[config.mk]
export PLATFORM = sky130hd
export DESIGN_NAME = pipe_latch
export DESIGN_NICKNAME = d
export VERILOG_FILES = /design/src/rtl/pipe_pkg.sv /design/src/rtl/pipe_skid_buf.sv /design/src/rtl/pipe_latch.sv
export SDC_FILE = /design/constraint.sdc
export NUM_CORES = 1
export LEC_CHECK = 0
export ABC_CLOCK_PERIOD_IN_PS = 1620
export CAP_MARGIN = 20
export CORE_MARGIN = 3
export CORE_UTILIZATION = 37
export CTS_CLUSTER_DIAMETER = 150
export DETAILED_ROUTE_END_ITERATION = 16
export HOLD_SLACK_MARGIN = 0.08
export PLACE_DENSITY = 0.77
export SETUP_SLACK_MARGIN = 0.1
export SYNTH_ARGS = -nofsm -noshare
export SYNTH_HDL_FRONTEND = slang
export SYNTH_SLANG_ARGS = --single-unit
[constraint.sdc]
create_clock -name clock -period 1.62 [get_ports clock]
set_input_delay 0.324 -clock clock [delete_from_list [all_inputs] [get_ports clock]]
set_output_delay 0.324 -clock clock [all_outputs]
set_load 0.02 [all_outputs]
[src/rtl/pipe_pkg.sv]
// Shared definitions for the pipeline latch: default bubble word,
// latch state encoding and channel index constants.
package pipe_pkg;

   // Instruction word loaded into channel 0 for bubbles, reset and flush.
   localparam logic [31:0] NOP_WORD_DEFAULT = 32'h0000_0000;

   // Channel indices inside the packed data bus.
   localparam int CH_IR = 0;
   localparam int CH_PC = 1;

   // EMPTY: no live instruction; FULL: main register live;
   // SKID: main and skid both live (only reachable with the skid buffer).
   typedef enum logic [1:0] {
      EMPTY = 2'd0,
      FULL  = 2'd1,
      SKID  = 2'd2
   } latch_state_t;

endpackage

[src/rtl/pipe_skid_buf.sv]
// Single-entry holding register with a valid flag. It parks one item
// while the downstream stage is stalled.
module pipe_skid_buf #(
   parameter int WIDTH = 64
) (
   input  logic             clock,
   input  logic             reset,
   input  logic             clear,
   input  logic             load,
   input  logic             pop,
   input  logic [WIDTH-1:0] load_data,
   output logic [WIDTH-1:0] data,
   output logic             valid
);

   logic             valid_reg;
   logic [WIDTH-1:0] data_reg;

   // Valid flag: set on load, dropped on pop, flush or reset.
   always_ff @(posedge clock) begin
      if (reset || clear) begin
         valid_reg <= 1'b0;
      end else if (load) begin
         valid_reg <= 1'b1;
      end else if (pop) begin
         valid_reg <= 1'b0;
      end
   end

   // Payload: captured on load; zeroed on reset so it is never X.
   always_ff @(posedge clock) begin
      if (reset) begin
         data_reg <= '0;
      end else if (load) begin
         data_reg <= load_data;
      end
   end

   assign data  = data_reg;
   assign valid = valid_reg;

endmodule

[src/rtl/pipe_latch.sv]
// Parametrised inter-stage pipeline latch with valid/ready handshake,
// flush-to-bubble and a saturating stall counter.
// Build option: PIPE_LATCH_SKID_EN adds a skid entry so in_ready is
// driven from a register only (no combinational path from out_ready).
module pipe_latch
   import pipe_pkg::*;
#(
   parameter int              DATA_W   = 32,
   parameter int              NUM_CH   = 2,
   parameter logic [DATA_W-1:0] NOP_WORD = DATA_W'(NOP_WORD_DEFAULT),
   parameter int              CNT_W    = 16
) (
   input  logic                     clock,
   input  logic                     reset,
   input  logic                     flush,
   input  logic                     in_valid,
   output logic                     in_ready,
   input  logic [NUM_CH*DATA_W-1:0] in_data,
   output logic                     out_valid,
   input  logic                     out_ready,
   output logic [NUM_CH*DATA_W-1:0] out_data,
   output logic [CNT_W-1:0]         stall_cnt
);

   localparam int BUS_W = NUM_CH * DATA_W;

   logic [BUS_W-1:0] bubble_data;
   logic [BUS_W-1:0] main_reg, main_next;
   latch_state_t     state_reg, state_next;
   logic [CNT_W-1:0] stall_reg;

   // Bubble: NOP in the instruction channel, zeros everywhere else.
   generate
      for (genvar gi = 0; gi < NUM_CH; gi++) begin : g_bubble
         if (gi == CH_IR) begin : g_ir
            assign bubble_data[gi*DATA_W +: DATA_W] = NOP_WORD;
         end else begin : g_zero
            assign bubble_data[gi*DATA_W +: DATA_W] = '0;
         end
      end
   endgenerate

   assign out_valid = (state_reg != EMPTY);
   assign out_data  = main_reg;

`ifdef PIPE_LATCH_SKID_EN
   logic             skid_load;
   logic             skid_pop;
   logic             skid_valid;
   logic [BUS_W-1:0] skid_data;

   pipe_skid_buf #(
      .WIDTH(BUS_W)
   ) u_skid (
      .clock    (clock),
      .reset    (reset),
      .clear    (flush),
      .load     (skid_load),
      .pop      (skid_pop),
      .load_data(in_data),
      .data     (skid_data),
      .valid    (skid_valid)
   );

   // Accept whenever the skid slot is free; purely registered.
   assign in_ready = ~skid_valid;

   // Next state: refill main from input or skid; park input in skid on stall.
   always_comb begin
      state_next = state_reg;
      main_next  = main_reg;
      skid_load  = 1'b0;
      skid_pop   = 1'b0;
      case (state_reg)
         EMPTY: begin
            if (in_valid) begin
               state_next = FULL;
               main_next  = in_data;
            end
         end
         FULL: begin
            if (out_ready) begin
               if (in_valid) begin
                  main_next = in_data;
               end else begin
                  state_next = EMPTY;
                  main_next  = bubble_data;
               end
            end else if (in_valid) begin
               skid_load  = 1'b1;
               state_next = SKID;
            end
         end
         SKID: begin
            if (out_ready) begin
               main_next  = skid_data;
               skid_pop   = 1'b1;
               state_next = FULL;
            end
         end
         default: begin
            state_next = EMPTY;
            main_next  = bubble_data;
         end
      endcase
      // Flush squashes main and the skid entry, dropping any same-cycle input.
      if (flush) begin
         state_next = EMPTY;
         main_next  = bubble_data;
         skid_load  = 1'b0;
         skid_pop   = 1'b0;
      end
   end
`else
   // Accept when empty or when the current item leaves this cycle.
   assign in_ready = ~out_valid | out_ready;

   // Next state: load input or a bubble whenever the latch can advance.
   always_comb begin
      state_next = state_reg;
      main_next  = main_reg;
      if (in_ready) begin
         if (in_valid) begin
            state_next = FULL;
            main_next  = in_data;
         end else begin
            state_next = EMPTY;
            main_next  = bubble_data;
         end
      end
      if (flush) begin
         state_next = EMPTY;
         main_next  = bubble_data;
      end
   end
`endif

   // State and main data register; reset loads a bubble.
   always_ff @(posedge clock) begin
      if (reset) begin
         state_reg <= EMPTY;
         main_reg  <= bubble_data;
      end else begin
         state_reg <= state_next;
         main_reg  <= main_next;
      end
   end

   // Stall counter: counts blocked output cycles, saturates, survives flush.
   always_ff @(posedge clock) begin
      if (reset) begin
         stall_reg <= '0;
      end else if (out_valid && !out_ready && (stall_reg != {CNT_W{1'b1}})) begin
         stall_reg <= stall_reg + CNT_W'(1);
      end
   end

   assign stall_cnt = stall_reg;

endmodule

==> out/metrics.cfg, run 1 <==
[status]
status = complete, no violations

[yosys]
yosys_warnings = 0
synth_top_cell_area_share_pct = 51.0
ys_seq_elements = 81
syn_inst = 387
yosysSeqAreaShare_pct = 51.0
synth_edf_count = 0
syn_nets = 457
synth_largest_area_cell = dfxtp_1
avgSynthCellArea_um2 = 8.22
async_flop_share_pct = 0
synth_area_um2 = 3180
synthTopCellsByArea = dfxtp_1 (51%), a21oi_1 (12%), nand3_1 (10%)
ys.flop_type = dfxtp_1
ys_types = 35

[floorplan]
core_um2 = 8300
die_y_um = 98.7
initial_core_util_pct = 38.3
fp.dieW_um = 98.7
rows = 33
pin_count = 151
die-area_um2 = 9740

[placed_design]
io_buffers = 150
placed_cells = 643
gp_congestion = 0.779
dpl.hpwl_mm = 6.76

[timing]
period_minus_slack_ps = 1560
setup_violations = 0
tightest_slew_ps = 418
min_period_over_period_pct = 96.4
slew_viol_final = 0
slew_headroom_pct = 72.1
rsz0062_at_grt = true
clock.fmax_mhz = 640
hold_viol_final = 0
setup_tns_ps = 0
skew_ps = 8.64

[global_route]
grt_usage_pct = 19.5
grt_max_degree = 66
grt_pass1_vias = 3224
antenna_found_initial = 0
overflow = 0
grt_pass1_wl_mm = 15.6

[worst_setup_path]
r2r.worst_path.cells = 5
end_kind = register
cp_data_required_time_ps = 1890
r2r_start = stall_cnt[0]$_SDFFE_PP0P_
cp-start-kind = register
r2r-end = stall_cnt[15]$_SDFFE_PP0P_
cp_max_fo = 8
critical_path_class = reg -> reg
r2r_slack_ps = 60
arrival_ps = 1840

[route]
vias = 3449
via_per_inst = 5.18
drt_iter0_drc = 115
drc = 0
ant_nets = 0
wl_mm = 9.76
first_pass_iters = 4
wl_per_cell_um = 14.6

[clocking]
clk_latency_ps = 340
cts_root_buf = clkbuf_8
htreeDepth = 3
cts_tree = yes
cts_buffer_depth = 2
cts_buffers = 9
clock-sinks = 81
clk_pin_slew_ps = 80

[hold_path]
worstHoldPathCells = 3
holdCritStartpoint = in_valid
min_path_type = in -> reg
hold_end = out_data[32]$_SDFFE_PP0P_

[layout]
drive_gt1_share_pct = 18.2
synthToLayoutAreaGrowth_pct = 64.8
fillCellCount = 743
diodes = 0
final_cells = 666
mostFrequentLayoutCells = dlygate4sd2_1 (77), nand2_1 (72), dfxtp_1 (71)
nets = 627
largest_reg_flops = 64
final_common_cell = dlygate4sd2_1

[power]
p_leak_nw = 2.30
cellPowerDensity_nw_per_um2 = 756
vdd_ir_drop_max_mv = 0.441

[job]
max-cap-violations = 0

-- cell type report --
cell class | instances | area (um2) | area share, %
Timing Repair Buffer | 192 | 1740 | 33.3
Sequential cell | 81 | 1640 | 31.3
Multi-Input combinational cell | 270 | 1530 | 29.1
Clock buffer | 13 | 180 | 3.44
Tap cell | 105 | 131 | 2.51
Inverter | 3 | 11.3 | 0.215
Clock inverter | 2 | 10.0 | 0.191
-- through the flow --
| stage | setup slack (ps) | area (um2) | hold WS [ps] | power (mW) | utilization, % |
|---|---|---|---|---|---|
| after floorplan | -43.5 | 3240 | 492 | 2.31 | - |
| after global placement | -318 | 5020 | 437 | 2.62 | 60.5 |
| after detailed placement | -376 | 5020 | 445 | 2.63 | 60.5 |
| after CTS | 42.7 | 5190 | 381 | 4.00 | 62.6 |
| after global routing | 15.0 | 5240 | 400 | 4.15 | 63.2 |
| final | 58.3 | 5240 | 399 | 3.96 | 63.2 |
-- metal layers --
metal / vias to the layer above / GRT usage [%] / part of all wire [%]
li1: 1688 / - / -
met1: 1608 / 24.8 / 42
met2: 136 / 31.4 / 47
met3: 17 / 6.23 / 8.8
met4: 0 / 6.20 / 1.9
met5: - / 0 / 0
-- Yosys cell counts, types with 2 or more instances --
library cell and n:
dfxtp_1 81, a21oi_1 74, nand2_1 73, nand3_1 64, clkbuf_1 23, nor2_1 8, nor2b_1 6, buf_2 5
mux2_2 5, and2_1 3, buf_1 3, inv_1 3, nand4_1 3, nor3_1 3, o31ai_1 3, or3_1 3
or4_1 3, and3_1 2, and4_1 2, and4_4 2, buf_6 2, o21ai_0 2, o41ai_1 2
-- worst max-delay path by stage --
stage	depth (start not counted)	slack, ps	endpoint	from
5_1_grt	6	20	stall_cnt[15]$_SDFFE_PP0P_	state_reg[0]$_SDFFE_PP0P_
2_1_floorplan	6	-40	stall_cnt[9]$_SDFFE_PP0P_	stall_cnt[1]$_SDFFE_PP0P_
3_3_place_gp	4	-320	in_ready	out_ready
6_report	5	60	stall_cnt[15]$_SDFFE_PP0P_	stall_cnt[0]$_SDFFE_PP0P_
4_1_cts	3	40	in_ready	state_reg[0]$_SDFFE_PP0P_
3_5_place_dp	7	-380	stall_cnt[14]$_SDFFE_PP0P_	out_ready
-- worst max-delay path, stage by stage, from the launching register on --
cell and delay (ps):
dfxtp_4 360, ha_4 150, and2_4 150, and3_4 190, or4_1 510, a21oi_1 150
-- kinds of logic (layout without fill, tap and decap cells) --
logic type | Yosys count | in the layout | share of synthesized area, %
AOI/OAI and AO/OA | 86 | 86 | 14.5
DFF | 81 | 81 | 51.0
buffers and inverters | 36 | 210 | 4.92
and+or+nand+nor | 177 | 177 | 27.1
muxes | 6 | 6 | 2.08
adders and majority gates | 1 | 1 | 0.393
-- report_power, final --
group          internal (mW)  switching (mW)
Sequential              2.03          0.0216
Clock                  0.723           0.684
Combinational          0.264           0.238
Total                   3.02           0.944
-- repair_timing --
item / in CTS / in global routing
pin swaps: 5 / 7
endpoints found under the setup margin: 94 / 17
buffers inserted: 6 / 2
gates resized for setup: 92 / 22
hold buffers: 0 / 0
(Power assumes the default switching activity.)
==> run 2: changes to the inputs <==
--- a/config.mk
+++ b/config.mk
@@ -7,7 +7,7 @@
 export LEC_CHECK = 0
 export ABC_CLOCK_PERIOD_IN_PS = 1620
 export CAP_MARGIN = 20
-export CORE_MARGIN = 3
+export CORE_MARGIN = 4
 export CORE_UTILIZATION = 37
 export CTS_CLUSTER_DIAMETER = 150
 export DETAILED_ROUTE_END_ITERATION = 16
==> out/metrics.cfg, run 2 (synthesized netlist as in run 1, its figures left out) <==
[status]
status = complete, no violations

[placed_design]
dpl-instance-area_um2 = 4930
placed_cells = 633
dpl.hpwl_mm = 6.76
gp_congestion = 0.819
pre_cts_ws_ps = -355
io_buffers = 150

[layout]
fin_area_um2 = 5190
final_common_cell = dlygate4sd2_1
largest_reg_flops = 64
mostFrequentLayoutCells = dlygate4sd2_1 (79), nand2_1 (72), a21oi_1 (70)
final_util_pct = 62.5
drive_gt1_share_pct = 17.2
nets = 617
final_cells = 657
diodes = 0
synthToLayoutAreaGrowth_pct = 63.1

[worst_setup_path]
end_kind = register
cp-start-kind = register
cp_data_required_time_ps = 1840
critical_path_class = reg -> reg
arrival_ps = 1790
cp_max_fo = 6

[clocking]
htreeDepth = 3
ctsHoldBuffers = 0
cts_buffers = 9
cts_tree = yes
cts_buffer_depth = 2
clk_pin_slew_ps = 90
cts_root_buf = clkbuf_8
clk_latency_ps = 340
clock-sinks = 81

[route]
ant_nets = 0
via_per_inst = 5.18
wl_per_cell_um = 15.1
vias = 3401
drc = 0
wl_mm = 9.93
drt_iter0_drc = 128
first_pass_iters = 4

[floorplan]
core_um2 = 8300
die_y_um = 101
initial_core_util_pct = 38.3
rows = 33
pin_count = 151
fp.dieW_um = 101
die-area_um2 = 10100

[power]
p_leak_nw = 2.26
vdd_ir_drop_max_mv = 0.468
cellPowerDensity_nw_per_um2 = 786

[timing]
finalWorstSetupSlack_ps = 51.0
slew_headroom_pct = 77.3
clock.fmax_mhz = 637
tightest_slew_ps = 337
skew_ps = 9.64
min_period_over_period_pct = 96.9
slew_viol_final = 0
hold_viol_final = 0
period_minus_slack_ps = 1570
setup_violations = 0
rsz0062_at_grt = true

[global_route]
grt_max_degree = 66
overflow = 0
grt_usage_pct = 19.0
grt_pass1_wl_mm = 15.7
antenna_found_initial = 0
grt_pass1_vias = 3321

[hold_path]
min_path_type = reg -> reg

[job]
max-cap-violations = 0

run 2: cell types whose count changed in the layout (fill, tap and decap cells not counted), sizes merged:
cell          delta
clkbuf           -6
bufinv           +1
clkinv           +1
dlymetal6s2s     +1
dlygate4sd2      +2
inv              +1
buf             -10
and3             +1
run 2: metal layers:
layer | track usage (%) | wire length, um | part of all wire (%)
met1 | 22.5 | 4080 | 41
met2 | 33.1 | 4760 | 48
met3 | 5.12 | 923 | 9.3
met4 | 6.63 | 167 | 1.7
met5 | 0 | 0 | 0
run 2: metrics by stage:
step / setup TNS, ps / hold WS, ps / power (mW)
5_1_grt: 0 / 461 / 4.28
6_report: 0 / 450 / 4.08
4_1_cts: 0 / 454 / 4.13
3_5_place_dp: -9110 / 445 / 2.62
2_1_floorplan: -43.5 / 492 / 2.31
3_3_place_gp: -6980 / 437 / 2.61
run 2: area by class of cell:
| class | count | area (um2) |
|---|---|---|
| multi-input combinational | 271 | 1530 |
| timing repair buffer | 181 | 1660 |
| clock inverter | 5 | 62.6 |
| sequential | 81 | 1640 |
| tap | 105 | 131 |
| inverter | 3 | 11.3 |
| fill | 744 | 3110 |
| clock buffer | 11 | 151 |
run 2: repair_timing:
| item | CTS | global route |
|---|---|---|
| endpoints found under the hold margin | 0 | 0 |
| gates resized for setup | 95 | 15 |
| pin swaps | 4 | 7 |
| cloned | 1 | 0 |
| setup endpoints to repair | 91 | 16 |
| setup buffers | 5 | 2 |
run 2: worst max-delay path, stage by stage (launching register included):
cell	delay (ps)
dfxtp_4	370
ha_4	160
and2_4	170
and3_4	180
a211oi_2	260
mux2_4	320
run 2: where the power goes:
group	total (mW)	internal, mW	switching (mW)
Combinational	0.483	0.251	0.232
Sequential	2.06	2.03	0.0224
Clock	1.54	0.806	0.734
Total	4.08	3.09	0.989
run 2: final timing paths:
check | startpoint | end | slack [ps] | depth (start not counted)
worst max-delay path | stall_cnt[0]$_SDFFE_PP0P_ | stall_cnt[5]$_SDFFE_PP0P_ | 50 | 5
worst min-delay path | out_data[20]$_SDFFE_PP0P_ | out_data[20]$_SDFFE_PP0P_ | 450 | 2
worst max register to register | stall_cnt[0]$_SDFFE_PP0P_ | stall_cnt[5]$_SDFFE_PP0P_ | 50 | 5
worst min register to register | out_data[20]$_SDFFE_PP0P_ | out_data[20]$_SDFFE_PP0P_ | 450 | 2
